<file path="config.mk">
export PLATFORM = sky130hd
export DESIGN_NAME = bottle_sequencer
export DESIGN_NICKNAME = d
export VERILOG_FILES = /design/src/rtl/bottle_sequencer.sv
export SDC_FILE = /design/constraint.sdc
export NUM_CORES = 1
export LEC_CHECK = 0
export ABC_AREA = 1
export CAP_MARGIN = 15
export CORE_MARGIN = 2
export CORE_UTILIZATION = 55
export CTS_CLUSTER_DIAMETER = 60
export DETAILED_ROUTE_END_ITERATION = 10
export GPL_TIMING_DRIVEN = 1
export PLACE_DENSITY = 0.89
export SETUP_SLACK_MARGIN = 0.1
export SKIP_CTS_REPAIR_TIMING = 1
export SYNTH_ARGS = -nofsm -noshare
export SYNTH_HDL_FRONTEND = slang
export SYNTH_SLANG_ARGS = --single-unit
</file>
<file path="constraint.sdc">
create_clock -name clk -period 3.1 [get_ports clk]
set_clock_uncertainty 0.05 [all_clocks]
set_input_delay 0.93 -clock clk [delete_from_list [all_inputs] [get_ports clk]]
set_output_delay 0.93 -clock clk [all_outputs]
set_load 0.05 [all_outputs]
</file>
<file path="src/rtl/bottle_sequencer.sv">
// Filling-station sequencer: conveyor advance, settle, pill fill, release,
// with conveyor-timeout, pill-jam and bottle-lost fault detection.
module bottle_sequencer #(
    parameter int CONVEY_TIMEOUT = 1000,
    parameter int SETTLE_CYCLES  = 16,
    parameter int JAM_TIMEOUT    = 500
) (
    input  logic       clk,
    input  logic       reset_n,
    input  logic       working,
    input  logic       finished,
    input  logic       bottle_present,
    input  logic       pill_pulse,
    input  logic [7:0] pill_setting,
    input  logic       clear_fault,
    output logic       conveyor_run,
    output logic       gate_open,
    output logic       bottle_done,
    output logic [7:0] pill_count,
    output logic       fault,
    output logic [1:0] fault_code
);

    localparam int MAX_CT = (CONVEY_TIMEOUT > JAM_TIMEOUT) ?
                            ((CONVEY_TIMEOUT > SETTLE_CYCLES) ? CONVEY_TIMEOUT : SETTLE_CYCLES) :
                            ((JAM_TIMEOUT > SETTLE_CYCLES) ? JAM_TIMEOUT : SETTLE_CYCLES);
    localparam int TW = $clog2(MAX_CT) + 1;

    localparam logic [TW-1:0] CONVEY_LAST = TW'(CONVEY_TIMEOUT - 1);
    localparam logic [TW-1:0] SETTLE_LAST = TW'(SETTLE_CYCLES - 1);
    localparam logic [TW-1:0] JAM_LAST    = TW'(JAM_TIMEOUT - 1);

    localparam logic [1:0] FC_NONE   = 2'b00;
    localparam logic [1:0] FC_CONVEY = 2'b01;
    localparam logic [1:0] FC_JAM    = 2'b10;
    localparam logic [1:0] FC_LOST   = 2'b11;

    typedef enum logic [2:0] {
        S_IDLE,
        S_ADVANCE,
        S_SETTLE,
        S_FILL,
        S_RELEASE,
        S_FAULT
    } state_t;

    state_t        state_q, state_d;
    logic [TW-1:0] timer_q, timer_d;
    logic [7:0]    pill_count_q, pill_count_d;
    logic [1:0]    fault_code_q, fault_code_d;
    logic          conveyor_run_q, conveyor_run_d;
    logic          gate_open_q, gate_open_d;
    logic          bottle_done_q, bottle_done_d;
    logic          fault_q, fault_d;
    logic [7:0]    pill_next;

    assign pill_next = pill_count_q + 8'd1;

    // Next-state, timer, counter and registered-output decode
    always_comb begin
        state_d      = state_q;
        timer_d      = timer_q;
        pill_count_d = pill_count_q;
        fault_code_d = fault_code_q;
        bottle_done_d = 1'b0;

        case (state_q)
            S_IDLE: begin
                if (working && !finished) state_d = S_ADVANCE;
            end
            S_ADVANCE: begin
                timer_d = timer_q + 1'b1;
                if (!working)                  state_d = S_IDLE;
                else if (bottle_present)       state_d = S_SETTLE;
                else if (timer_q == CONVEY_LAST) begin
                    state_d      = S_FAULT;
                    fault_code_d = FC_CONVEY;
                end
            end
            S_SETTLE: begin
                timer_d = timer_q + 1'b1;
                if (!working)             state_d = S_IDLE;
                else if (!bottle_present) state_d = S_ADVANCE;
                else if (timer_q == SETTLE_LAST) begin
                    pill_count_d = 8'd0;
                    state_d      = (pill_setting == 8'd0) ? S_RELEASE : S_FILL;
                end
            end
            S_FILL: begin
                // Losing the bottle beats everything, even a pause.
                if (!bottle_present) begin
                    state_d      = S_FAULT;
                    fault_code_d = FC_LOST;
                end else if (working) begin
                    if (pill_pulse) begin
                        pill_count_d = pill_next;
                        timer_d      = '0;
                        // >= so a live drop of pill_setting still finishes the bottle
                        if (pill_next >= pill_setting) state_d = S_RELEASE;
                    end else if (timer_q == JAM_LAST) begin
                        state_d      = S_FAULT;
                        fault_code_d = FC_JAM;
                    end else begin
                        timer_d = timer_q + 1'b1;
                    end
                end
            end
            S_RELEASE: begin
                // working is ignored here so the bottle always leaves.
                timer_d = timer_q + 1'b1;
                if (!bottle_present) begin
                    state_d       = S_IDLE;
                    bottle_done_d = 1'b1;
                end else if (timer_q == CONVEY_LAST) begin
                    state_d      = S_FAULT;
                    fault_code_d = FC_CONVEY;
                end
            end
            S_FAULT: begin
                if (clear_fault) begin
                    state_d      = S_IDLE;
                    fault_code_d = FC_NONE;
                end
            end
            default: state_d = S_IDLE;
        endcase

        if (state_d != state_q) timer_d = '0;

        conveyor_run_d = (state_d == S_ADVANCE) || (state_d == S_RELEASE);
        gate_open_d    = (state_d == S_FILL) && working;
        fault_d        = (state_d == S_FAULT);
    end

    // State and output registers, async active-low reset to IDLE
    always_ff @(posedge clk or negedge reset_n) begin
        if (!reset_n) begin
            state_q        <= S_IDLE;
            timer_q        <= '0;
            pill_count_q   <= 8'd0;
            fault_code_q   <= FC_NONE;
            conveyor_run_q <= 1'b0;
            gate_open_q    <= 1'b0;
            bottle_done_q  <= 1'b0;
            fault_q        <= 1'b0;
        end else begin
            state_q        <= state_d;
            timer_q        <= timer_d;
            pill_count_q   <= pill_count_d;
            fault_code_q   <= fault_code_d;
            conveyor_run_q <= conveyor_run_d;
            gate_open_q    <= gate_open_d;
            bottle_done_q  <= bottle_done_d;
            fault_q        <= fault_d;
        end
    end

    assign conveyor_run = conveyor_run_q;
    assign gate_open    = gate_open_q;
    assign bottle_done  = bottle_done_q;
    assign pill_count   = pill_count_q;
    assign fault        = fault_q;
    assign fault_code   = fault_code_q;

endmodule

</file>
After elaboration in Yosys (flattened, before gate mapping):

Cells that the tools add are included.

* output and inout port bits: 14
* logic and storage cells: 94
* input bits: 15
* register bits after elaboration: 28

* $add $sub $neg: 2
* order comparisons: 1
* eq/ne operators: 29
* reductions and logical operators: 13
* mux-type cells: 41

Operators by type and width (count)
* two-way mux 11 bit: 5
* two-way mux 8 bit: 6
* two-way mux 3 bit: 15
* case mux 11 bit (2 select lines): 1
* != test 2 bit, second input constant: 10
* two-way mux 2 bit: 9
* case mux 3 bit (6 select lines): 1
* case mux 8 bit (2 select lines): 1
* != test 3 bit, second input constant: 5
* equality test 3 bit, second input constant: 4
* adder 11 x 1 -> 11 bit, second input constant: 1
* equality test 11 x 10 -> 1 bit, second input constant: 1
* equality test 11 x 4 -> 1 bit, second input constant: 1
* equality test 11 x 9 -> 1 bit, second input constant: 1
* equality test 3 x 2 -> 1 bit, second input constant: 3
* adder 8 x 1 -> 8 bit, second input constant: 1
* greater-or-equal comparator 8 bit: 1
* logical NOT 8 bit: 1
* case mux 2 bit (4 select lines): 1
* AND reduction 8 bit: 1
* AND reduction 7 bit: 1
* equality test 3 x 1 -> 1 bit, second input constant: 2
* != test 4 bit, second input constant: 1
* AND reduction 4 bit: 1
* other kinds (10): 12

Longest topological paths before layout:

* depth after elaboration: 10
* mapped depth: 19
* depth with buffers taken out: 18

Worst setup path before layout:

Ideal clock, no wire load.

* kind: flip-flop to flip-flop
* start point: reg pill_count_q[0], in the netlist pill_count[0]
* end point: reg timer_q[4]
* setup slack: 0.273 ns
* stages on the path, launching flop included: 18
* buffers on the path: 1
* clock period less this slack: 2.827 ns
* arrival: 2.654 ns
* setup time: 0.122 ns
* required time: 2.928 ns
* path through: dfrtp_1 -> ha_1 -> nand3_1 -> nor3b_1 -> xor2_1 -> inv_1 -> ha_1 -> nand2_1 -> o21a_1 -> nand2_1 -> nand3_1 -> nand2_1 -> nand3_2 -> nand2_1 -> nand2_1 -> nand3_2 -> buf_6 -> nor2_2

* word-level cells in the longest chain between the ends: 10
* elaborated cells on any way between the ends: 14
* classes of those cells: add/sub: 1; order compare: 1; eq/ne: 4; mux: 6; reduce/logical: 2

Ends and longest elaborated chain
* start, declared: line 49 `logic [7:0] pill_count_q, pill_count_d;`
* start signal, assigned: line 149 `pill_count_q <= pill_count_d;`
* adder 8 x 1 -> 8 bit (*): line 57 `assign pill_next = pill_count_q + 8'd1;`
* greater-or-equal comparator 8 bit (*): line 99 `if (pill_next >= pill_setting) state_d = S_RELEASE;`
* two-way mux 3 bit (*): line 99
* two-way mux 3 bit (*): line 95 `if (pill_pulse) begin`
* two-way mux 3 bit (*): line 94 `end else if (working) begin`
* two-way mux 3 bit (*): line 91 `if (!bottle_present) begin`
* case mux 3 bit (6 select lines) (*): line 67 `case (state_q)`
* via state_d[0]: line 47 `state_t state_q, state_d;`
* != test 3 bit (*): line 128 `if (state_d != state_q) timer_d = '0;`
* != test 4 bit (no line), or another cell as far along
* AND reduction 4 bit (no line)
* end signal, assigned: line 148 `timer_q <= timer_d;`
* end, declared: line 48 `logic [TW-1:0] timer_q, timer_d;`

The timed path passes the listed nets; every way through them passes the cells marked *.
A chain may end at the register's enable or synchronous reset.

Worst setup path in the final report:

* start point: in pill_setting[3]
* end point: reg timer_q[8]

* word-level cells in the longest chain between the ends: 9
* elaborated cells on any way between the ends: 18
* classes of those cells: order compare: 1; eq/ne: 4; mux: 10; reduce/logical: 3

Ends and longest elaborated chain
* start, declared: line 14 `input logic [7:0] pill_setting,`
* greater-or-equal comparator 8 bit / logical NOT 8 bit (equally long branches): line 99, 86
* two-way mux 3 bit (on tied branches): line 99, 86
* two-way mux 3 bit (on tied branches): line 95, 84
* two-way mux 3 bit (on tied branches): line 94, 83
* two-way mux 3 bit (on tied branches): line 91, 82
* case mux 3 bit (6 select lines) (*): line 67
* != test 3 bit (*): line 128
* != test 4 bit (no line), or another cell as far along
* AND reduction 4 bit (no line)

Mark *: on every way between the ends. The rest lies on a longest branch, timed or not.

==> Implementation_results.wiki <==
{| class="wikitable"
! Metric !! Value
|-
| Ports placed on the boundary || 29
|-
| Number of clock sinks || 28
|-
| Count of state elements after synthesis || 28
|-
| Delay-heaviest family, CP || simple AND/OR/NAND/NOR gates
|-
| Worst max-slew margin expressed relative to the limit || 0.5715
|-
| Sequential cell area || around 700 µm²
|-
| Worst reg-to-reg path cell count || 18
|-
| Transition time at the pin with the least slew margin || between 0.6 and 0.7 ns
|-
| Tcrit/Tclk final || 0.8875
|-
| Final Hold Violating Endpoints || 0
|-
| Critical path's most frequent cell || sky130_fd_sc_hd__nand2_1
|-
| Core Footprint || between 0.003 and 0.004 mm²
|-
| Leading cell types in the layout, fill and taps excluded || 75 x sky130_fd_sc_hd__nand2_1, 49 x sky130_fd_sc_hd__inv_1, 34 x sky130_fd_sc_hd__nor2_1
|-
| Data arrival time of the critical path || 2.91 ns
|-
| Die Area || ~0.0044 mm²
|-
| Antenna violations before repair || 0
|-
| RSZ-0062 raised after global routing || no
|-
| # rows || 22
|-
| Setup crit start kind || primary input
|-
| Final TNS setup || 0 ns
|-
| Logic depth of the worst path, buffers included || 17
|-
| Type of destination of the critical path || flip-flop
|-
| Fillers || between 300 and 400
|-
| Max capacitance violation total || 0
|-
| Standby leakage power || roughly 1.3 nW
|-
| Routed via count divided by cell count || around 5.2
|-
| PwrDens || between 600 and 700 mW/mm²
|-
| Area grow syn2layout || 19.16%
|-
| Library cells used by synthesis || 30
|-
| Leading cell types by total area after synthesis || sky130_fd_sc_hd__dfrtp_1 33%, sky130_fd_sc_hd__nand2_1 13%, sky130_fd_sc_hd__inv_1 8.6%
|-
| Worst-skew pair later-pin latency || approximately 0.27 ns
|-
| Max Root-Sink Buffers || 2
|-
| Wire length of the first global-routing pass || about 8200 µm
|-
| Final setup violating endpoints || 0
|-
| CTS clk-pin slew, worst paths || ~0.090 ns
|-
| Critical path peak fanout || 11
|-
| Number of cells produced by synthesis || around 310
|-
| Number of antenna repair diodes || 0
|-
| Maximum number of pins on one net before global-route repair || 29
|-
| Type of the tightest min-delay check || reg -> reg
|-
| Data required, critical path || 3.26 ns
|-
| Largest incremental delay on the critical path || roughly 0.48 ns
|-
| PnR worst setup slack || 0.3486 ns
|-
| Sequential share of the synthesized area || 0.3271
|-
| Combined buffer and inverter count along the critical path || 3
|-
| Final routed DRC violation total || 0
|-
| IR drop worst, VDD || between 0.3 and 0.4 mV
|-
| Smallest hold slack || approximately 0.45 ns
|-
| Starting DRC count in detailed routing || roughly 150
|-
| Post-Syn Area per Cell || 6.822 µm²
|-
| Final net count || ~370
|-
| Area taken by multi-input logic gates || about 0.0012 mm²
|-
| YS warnings || 0
|-
| Worst Setup Slack post-DPL || ~0.062 ns
|-
| Final critical path time including I/O delays and setup || roughly 2.8 ns
|-
| Hold Path Depth || 2
|-
| Starting density of the core || 0.5764
|-
| Most common cell after layout, fill and taps aside || sky130_fd_sc_hd__nand2_1
|-
| Via count of the first global-routing pass || around 1.9k
|-
| Slowest stage cell on the critical path || sky130_fd_sc_hd__clkdlybuf4s50_1
|-
| Fraction of final layout cells with drive strength greater than 1 || 0.1297
|-
| Clock tree from TritonCTS || done
|-
| Syn Nets || between 300 and 400
|-
| RD Place Congestion || slightly above 0.9
|-
| Status || finished, final reports clean
|-
| Clock Root Buffer || sky130_fd_sc_hd__clkbuf_8
|-
| TritonCTS buffer count || 3
|-
| Category of the most critical setup path || in -> reg
|-
| Final Max Slew Viols || 0
|-
| Detailed placer's ending HPWL || roughly 3900 µm
|-
| Syn Std Cell Area || 0.002142 mm²
|-
| Overall fraction of global-route tracks in use || 0.2468
|-
| Total via count after detailed routing || 2060
|-
| Post-Route WL || just under 5000 µm
|-
| Remaining number of nets flagged by the antenna check after routing || 0
|-
| Wire per inst || 12.37 µm
|-
| Cells along the critical path || clkdlybuf4s50_1 -> inv_1 -> ha_1 -> nand2_1 -> nor2_1 -> nor2_1 -> nand2_1 -> nand2_1 -> nand2_1 -> nand2_1 -> nand2_1 -> nand2_1 -> nand3_1 -> nand2_1 -> nand3_2 -> buf_12 -> nor2_2
|-
| H-tree lvl count || 1
|-
| Port Buffer Count || 28
|-
| Number of iterations in the first detailed-routing pass || 4
|-
| Max frequency || between 300 and 400 MHz
|-
| Cell type with the highest aggregate area in the netlist || sky130_fd_sc_hd__dfrtp_1
|-
| Height of the die || approximately 66 µm
|-
| Fraction of post-synthesis cell area in the top cell type by area || 0.3271
|-
| Chip Width || roughly 66 µm
|-
| Remaining global-route overflow || 0
|}
## cell families after synthesis
kind of cell,after synthesis,synth area share
adder cells (fa/ha/maj),10,0.05841
XOR/XNOR,7,0.02862
AND/OR/NAND/NOR,174,0.3820
AO/OA/AOI/OAI,33,0.08587
buffers and inverters,62,0.1180
flip-flops,28,0.3271
## power by group
group	switching, mW	internal [mW]
Clock	0.107	0.0873
Combinational	0.658	0.384
Sequential	0.0673	0.424
## stage by stage
step | power [mW] | utilization | cell area [µm²] | cells
6_report | 1.727 | 0.6869 | 2552 | 395
5_1_grt | 1.889 | 0.6869 | 2552 | 395
4_1_cts | 1.737 | 0.6855 | 2547 | 395
3_5_place_dp | 1.535 | 0.6744 | 2506 | 392
3_3_place_gp | 1.489 | 0.6744 | 2506 | 392
2_1_floorplan | 1.239 | - | 2142 | 314
## area by class of cell
type,count,share of cell area
tap,48,0.02353
timing repair buffer,34,0.1324
sequential,28,0.2745
multi-input combinational,224,0.4676
clock buffer,3,0.01618
inverter,58,0.08578
## path summary, 6_finish.rpt
path	startpoint	endpoint	slack, ns
setup reg to reg	pill_count[0]$_DFFE_PN0P_	timer_q[8]$_DFFE_PN0P_	0.37
max in group asynchronous	reset_n	timer_q[6]$_DFFE_PN0P_	1.76
min in group asynchronous	reset_n	fault_code[1]$_DFFE_PN0P_	0.98
hold reg to reg	fault_code[0]$_DFFE_PN0P_	fault_code[0]$_DFFE_PN0P_	0.45
setup / recovery	pill_setting[3]	timer_q[8]$_DFFE_PN0P_	0.35
hold / removal	fault_code[0]$_DFFE_PN0P_	fault_code[0]$_DFFE_PN0P_	0.45
## state kept, by name, indices dropped and copies added, names as in the netlist
register,flops
fault,1
gate_open,1
state_q,3
fault_code,2
conveyor_run,1
pill_count,8
bottle_done,1
timer_q,11
## worst min-delay path, cell delays in order, from the launching register on
cell and delay [ns]:
sky130_fd_sc_hd__dfrtp_1 0.36, sky130_fd_sc_hd__nand2_1 0.06, sky130_fd_sc_hd__o21ai_0 0.06
## synthesized netlist by cell type
library cell	n
sky130_fd_sc_hd__ha_1	10
sky130_fd_sc_hd__nand3_1	27
sky130_fd_sc_hd__inv_2	8
sky130_fd_sc_hd__nor3_4	1
sky130_fd_sc_hd__nor2_1	34
sky130_fd_sc_hd__o211ai_1	1
sky130_fd_sc_hd__a21oi_1	8
sky130_fd_sc_hd__nand2_2	5
sky130_fd_sc_hd__nor3b_1	1
sky130_fd_sc_hd__xor2_1	6
sky130_fd_sc_hd__clkinv_2	1
sky130_fd_sc_hd__o21a_1	1
sky130_fd_sc_hd__nor3_1	4
sky130_fd_sc_hd__xnor2_1	1
sky130_fd_sc_hd__nand4_1	5
sky130_fd_sc_hd__nor2_2	13
sky130_fd_sc_hd__o221ai_1	1
sky130_fd_sc_hd__nor3_2	1
sky130_fd_sc_hd__nand2_1	75
sky130_fd_sc_hd__a21boi_0	1
sky130_fd_sc_hd__o21ai_0	17
sky130_fd_sc_hd__dfrtp_1	28
sky130_fd_sc_hd__nand3b_1	2
sky130_fd_sc_hd__buf_6	1
sky130_fd_sc_hd__o32ai_1	1
sky130_fd_sc_hd__nor2_4	1
sky130_fd_sc_hd__inv_1	49
sky130_fd_sc_hd__buf_4	3
sky130_fd_sc_hd__o22ai_1	3
sky130_fd_sc_hd__nand3_2	5
## metal layers
layer	wire [µm]	track usage	part of all wire
met1	2252	0.3019	0.46
met2	2381	0.4438	0.49
met3	186	0.02726	0.038
met4	68	0.08929	0.014
met5	0	0	0
No activity file was read; power rests on OpenSTA's default activity.
